==> src/rtl/cpu_pkg.sv <==
// Shared CPU definitions: fetch sequencer state encoding and default widths.
package cpu_pkg;

  localparam int DATA_W_DEF      = 8;
  localparam int ADDR_W_DEF      = 8;
  localparam int OPERAND_BIT_DEF = 7;

  typedef enum logic [2:0] {
    S_IDLE  = 3'd0,
    S_OP    = 3'd1,
    S_ARG   = 3'd2,
    S_ISSUE = 3'd3,
    S_JUMP  = 3'd4,
    S_HALT  = 3'd5
  } fetch_state_e;

endpackage

==> src/rtl/fetch_unit.sv <==
// Instruction fetch sequencer: reads opcode/operand bytes at the program counter,
// steps or reloads the counter, and hands complete instructions to the decoder.
module fetch_unit
  import cpu_pkg::*;
#(
  parameter int DATA_W      = DATA_W_DEF,
  parameter int ADDR_W      = ADDR_W_DEF,
  parameter int OPERAND_BIT = OPERAND_BIT_DEF
) (
  input  logic              clock,
  input  logic              rst,
  input  logic [ADDR_W-1:0] pc_addr,
  output logic              pc_en,
  output logic              pc_in,
  output logic [ADDR_W-1:0] pc_data,
  output logic              mem_req,
  output logic [ADDR_W-1:0] mem_addr,
  input  logic              mem_ack,
  input  logic [DATA_W-1:0] mem_rdata,
  output logic              ir_valid,
  input  logic              ir_ready,
  output logic [DATA_W-1:0] ir_opcode,
  output logic [DATA_W-1:0] ir_operand,
  output logic [ADDR_W-1:0] ir_pc,
  input  logic              jmp_req,
  input  logic [ADDR_W-1:0] jmp_target,
  input  logic              halt
);

  fetch_state_e      state_q, state_d;
  logic [DATA_W-1:0] ir_opcode_q, ir_opcode_d;
  logic [DATA_W-1:0] ir_operand_q, ir_operand_d;
  logic [ADDR_W-1:0] ir_pc_q, ir_pc_d;
  logic [ADDR_W-1:0] pc_data_q, pc_data_d;

  always_ff @(posedge clock or negedge rst) begin
    if (!rst) begin
      state_q      <= S_IDLE;
      ir_opcode_q  <= '0;
      ir_operand_q <= '0;
      ir_pc_q      <= '0;
      pc_data_q    <= '0;
    end else begin
      state_q      <= state_d;
      ir_opcode_q  <= ir_opcode_d;
      ir_operand_q <= ir_operand_d;
      ir_pc_q      <= ir_pc_d;
      pc_data_q    <= pc_data_d;
    end
  end

  // pc_en fires in the same cycle as the ack so the counter has already
  // advanced when the next byte is requested.
  always_comb begin
    state_d      = state_q;
    ir_opcode_d  = ir_opcode_q;
    ir_operand_d = ir_operand_q;
    ir_pc_d      = ir_pc_q;
    pc_data_d    = pc_data_q;
    pc_en        = 1'b0;
    pc_in        = 1'b0;
    mem_req      = 1'b0;
    ir_valid     = 1'b0;

    case (state_q)
      S_IDLE: state_d = S_OP;
      S_OP: begin
        mem_req = 1'b1;
        if (mem_ack) begin
          pc_en        = 1'b1;
          ir_pc_d      = pc_addr;
          ir_opcode_d  = mem_rdata;
          ir_operand_d = '0;
          state_d      = mem_rdata[OPERAND_BIT] ? S_ARG : S_ISSUE;
        end
      end
      S_ARG: begin
        mem_req = 1'b1;
        if (mem_ack) begin
          pc_en        = 1'b1;
          ir_operand_d = mem_rdata;
          state_d      = S_ISSUE;
        end
      end
      S_ISSUE: begin
        ir_valid = 1'b1;
        if (ir_ready) begin
          if (halt) begin
            state_d = S_HALT;
          end else if (jmp_req) begin
            pc_data_d = jmp_target;
            state_d   = S_JUMP;
          end else begin
            state_d = S_OP;
          end
        end
      end
      S_JUMP: begin
        pc_en   = 1'b1;
        pc_in   = 1'b1;
        state_d = S_OP;
      end
      S_HALT:  state_d = S_HALT;
      default: state_d = S_IDLE;
    endcase
  end

  assign mem_addr   = mem_req ? pc_addr : '0;
  assign pc_data    = pc_data_q;
  assign ir_opcode  = ir_opcode_q;
  assign ir_operand = ir_operand_q;
  assign ir_pc      = ir_pc_q;

endmodule

==> config.mk <==
export PLATFORM = sky130hd
export DESIGN_NAME = fetch_unit
export DESIGN_NICKNAME = d
export VERILOG_FILES = /design/src/rtl/cpu_pkg.sv /design/src/rtl/fetch_unit.sv
export SDC_FILE = /design/constraint.sdc
export NUM_CORES = 1
export LEC_CHECK = 0
export BUFFER_PORTS_ARGS = -buffer_cell sky130_fd_sc_hd__buf_2
export CORE_ASPECT_RATIO = 1.2
export CORE_UTILIZATION = 40
export DETAILED_ROUTE_END_ITERATION = 6
export PLACE_DENSITY = 0.73
export SYNTH_ARGS = -nofsm -noshare
export SYNTH_HDL_FRONTEND = slang
export SYNTH_SLANG_ARGS = --single-unit
==> constraint.sdc <==
create_clock -name clock -period 1.5 [get_ports clock]
set_input_delay 0.075 -clock clock [delete_from_list [all_inputs] [get_ports clock]]
set_output_delay 0.075 -clock clock [all_outputs]
set_load 0.01 [all_outputs]
==> impl_table.tex <==
\begin{tabular}{lr}
\hline
Metric & Value \\
\hline
\multicolumn{2}{l}{\textbf{Setup path}} \\
Worst r2r src & state\_q[2]\$\_DFFE\_PN0P\_ \\
Start-to-end type of the worst setup path & reg2out \\
Crit path required time & 1.42 ns \\
R2R Setup Slk & -0.03 ns \\
Data arrival at the endpoint of the critical path & 1.50 ns \\
Critical register-to-register path endpoint & pc\_data[2]\$\_DFFE\_PN0P\_ \\
Largest fanout on the critical path & 9 \\
Critical path launch point type & register \\
FF-to-FF path depth & 5 \\
Endpoint kind of the worst setup timing path & output port \\
CP Capture Point & mem\_addr[2] \\
Crit path launch & state\_q[0]\$\_DFFE\_PN0P\_ \\
\multicolumn{2}{l}{\textbf{Layout}} \\
Fraction of final layout cells sized beyond drive strength 1 & 0.6718 \\
Cell area after layout & 2293 µm² \\
Antenna cell count & 0 \\
Final nets & 224 \\
Relative area change from synthesis to final layout & 53.78\% \\
Fill cells & 262 \\
Combined area of the multi-input logic cells & 685.7 µm² \\
Area taken by flip-flops and latches & 879.6 µm² \\
\multicolumn{2}{l}{\textbf{Timing}} \\
Setup TNS after final layout & -0.8479 ns \\
Final-report setup violation count & 17 \\
Post-route clock period utilization & 1.053 \\
Final count of pins violating max slew & 0 \\
Number of hold violations in the final report & 0 \\
Transition time at the pin with the least slew margin & 0.7687 ns \\
Setup Skew & 0.007020 ns \\
Smallest setup slack after layout & -0.07960 ns \\
Rel. slew slack & 0.4875 \\
Setup repair after global routing missed its margin & true \\
Fmax & 633.1 MHz \\
Final critical path time including I/O delays and setup & 1.580 ns \\
\multicolumn{2}{l}{\textbf{Power}} \\
Power Internal & 3.163 mW \\
Leakage dissipation & 1.205 nW \\
Switching power as a share of total power & 0.3387 \\
Sequential fraction of design power & 0.344 \\
Overall power after layout & 4.783 mW \\
Fraction of power consumed by combinational cells & 0.523 \\
Power Density & 2086 nW/µm² \\
Switching power total & 1.620 mW \\
Clk network pwr share & 0.134 \\
IR drop worst, VDD & 0.001086 V \\
\multicolumn{2}{l}{\textbf{Yosys}} \\
Portion of the post-synthesis area used by sequential elements & 0.5872 \\
Share of Yosys cell area claimed by the top area cell type & 0.5872 \\
Yosys Warn Count & 0 \\
Per-instance average area after synthesis & 14.91 µm² \\
Net count after synthesis & 130 \\
Cells after synthesis & 100 \\
Distinct cells, synth & 26 \\
Leading area contributor after synthesis & dfrtp\_1 \\
Synthesized area & 1491 µm² \\
Top area cells in the synthesized netlist & dfrtp\_1 (59\%), mux2\_2 (11\%), mux2\_1 (6.8\%) \\
Synthesized flop and latch total & 35 \\
\multicolumn{2}{l}{\textbf{Die}} \\
Core footprint & 3453 µm² \\
Site Rows & 23 \\
Die area & 3978 µm² \\
Die extent in x & 57.74 µm \\
Vertical die dimension & 68.89 µm \\
Number of I/O pins & 74 \\
Initial core utilization & 0.4319 \\
\multicolumn{2}{l}{\textbf{Run status}} \\
Violated checks & design-rule violations, negative setup slack \\
Outcome & complete, but fails checks \\
\multicolumn{2}{l}{\textbf{Routing}} \\
Via density per instance & 5.103 \\
DRT Pass-1 Iters & 6 \\
Residual DRC & 7 \\
Number of design-rule violations left by the first detailed-router iteration & 68 \\
Final wirelength & 3.739 mm \\
DR WL/cell & 16.12 µm \\
Number of nets with antenna violations after detailed routing & 0 \\
Total via count after detailed routing & 1184 \\
\multicolumn{2}{l}{\textbf{GRT}} \\
First-pass GRT wire length & 5.147 mm \\
Number of global-route vias before repair & 1095 \\
Tot GR Track Use & 0.1784 \\
Antenna violations before repair & 0 \\
Total overflow reported by the global router & 0 \\
Largest net degree at the start of global routing & 36 \\
\multicolumn{2}{l}{\textbf{Placement}} \\
Worst slack at placement & -0.0003442 ns \\
Port-buffer cells & 73 \\
Cell Area, Placed & 1942 µm² \\
Routability congestion estimate from global placement & 0.8032 \\
Post-DP HPWL & 2.364 mm \\
\multicolumn{2}{l}{\textbf{Worst hold path}} \\
Worst min-delay path category & in2reg \\
\multicolumn{2}{l}{\textbf{Clock tree}} \\
Post-CTS clock slew at the launch and capture registers of the worst setup and hold paths & 0.07 ns \\
Number of buffers on the longest clock path & 2 \\
Clock sink total & 35 \\
CTS HTree Levels & 2 \\
TritonCTS clock tree & yes \\
Clock Latency Late Sink & 0.28 ns \\
Clock root cell & clkbuf\_8 \\
Num CTS Buffers & 5 \\
\multicolumn{2}{l}{\textbf{Job}} \\
Max-cap check violation count & 0 \\
\hline
\end{tabular}
==> metal layers <==
layer  track usage  part of all wire  routed length [µm]
met1        0.2058              0.39                1464
met2        0.3183              0.54                2021
met3       0.02985             0.053                 197
met4       0.09821             0.015                  55
met5             0                 0                   0
==> Yosys cell counts <==
cell       count
nor4bb_4       1
nand2_1        2
or3_1          1
and3_1         1
xnor2_1        1
nor2_1         2
nand3b_1       1
buf_6          3
buf_4          1
dfrtp_1       35
buf_2          1
mux2_1         9
mux2_2        15
a21oi_1        1
nor4bb_1       1
inv_1          1
o2111ai_1      1
nand2b_1       1
a21boi_0       1
nand4b_4       1
a22oi_1        1
a22o_1         8
nor3b_4        1
nor2_4         1
o211ai_1       1
and2_1         8
==> critical path, cell delays in order (launching register included) <==
cell and delay, ns:
dfrtp_2 0.43, buf_6 0.14, xnor2_2 0.12, nor2_1 0.11, buf_4 0.16, and2_1 0.12, buf_2 0.12
==> how the worst min path moves through the flow <==
stage	startpoint	endpoint	slack, ns	depth (start not counted)
after detailed placement	rst	ir_opcode[1]$_DFFE_PN0P_	0.19	1
after global placement	rst	ir_opcode[1]$_DFFE_PN0P_	0.18	1
after global routing	jmp_target[7]	pc_data[7]$_DFFE_PN0P_	0.02	2
after CTS	mem_rdata[7]	state_q[0]$_DFFE_PN0P_	0.006	2
after floorplan	rst	ir_opcode[0]$_DFFE_PN0P_	-0.22	0
final	jmp_target[0]	pc_data[0]$_DFFE_PN0P_	0.02	2
==> power by group through the flow <==
stage	Sequential [mW]	Combinational (mW)	Clock, mW
floorplan	1.80	0.914	0
global placement	1.62	1.84	0
detailed placement	1.65	1.89	0
CTS	1.62	2.11	0.657
global route	1.70	2.68	0.698
finish	1.64	2.50	0.641
==> placed cells by master (no fill, tap or decap), types with 2 or more instances in the layout <==
master | Yosys | layout
buf_4 | 1 | 9
nor4bb_4 | 1 | 2
dfrtp_2 | 0 | 3
dfrtp_1 | 35 | 32
clkbuf_1 | 0 | 2
buf_2 | 1 | 73
clkbuf_8 | 0 | 5
nor2_1 | 2 | 2
buf_6 | 3 | 3
and2_1 | 8 | 8
buf_12 | 0 | 6
mux2_4 | 0 | 24
a22o_1 | 8 | 8
nand2_1 | 2 | 2
==> logic make-up (layout without fill, tap and decap cells) <==
family                 Yosys count  count (layout)  synth area share
AO/OA/AOI/OAI                   13              13           0.07131
multiplexers                    24              24            0.1812
XOR/XNOR                         1               1          0.005874
buffers and inverters            6             101           0.03355
flip-flops                      35              35            0.5872
AND/OR/NAND/NOR                 21              21            0.1208
==> timing repair <==
| item | 4_1_cts | 5_1_grt |
|---|---|---|
| hold endpoints to repair | 35 | 0 |
| pin swaps | 1 | 1 |
| setup endpoints to repair | 10 | 41 |
| setup buffers | 6 | 5 |
| gates resized for setup | 6 | 26 |
| hold buffers | 1 | 0 |
==> stage by stage <==
stage | hold slack (ns) | utilization | std cells
2_1_floorplan | -0.2206 | - | 100
4_1_cts | 0.005905 | 0.6178 | 227
6_report | 0.02025 | 0.6641 | 232
3_5_place_dp | 0.1893 | 0.5623 | 212
3_3_place_gp | 0.1759 | 0.5623 | 212
5_1_grt | 0.02041 | 0.6641 | 232
==> registers in the layout (all words and copies together), names as in the netlist <==
register,cells
pc_data,8
ir_operand,8
state_q,3
ir_opcode,8
ir_pc,8
==> area by class of cell <==
class                   instances  share of cell area
clock buffers                   7             0.03328
clock inverters                 1            0.002182
inverters                       1            0.001637
multi-input cells              59              0.2990
flip-flops and latches         35              0.3835
well taps                      37             0.02019
repair buffers                 92              0.2602
(Power assumes the default switching activity.)
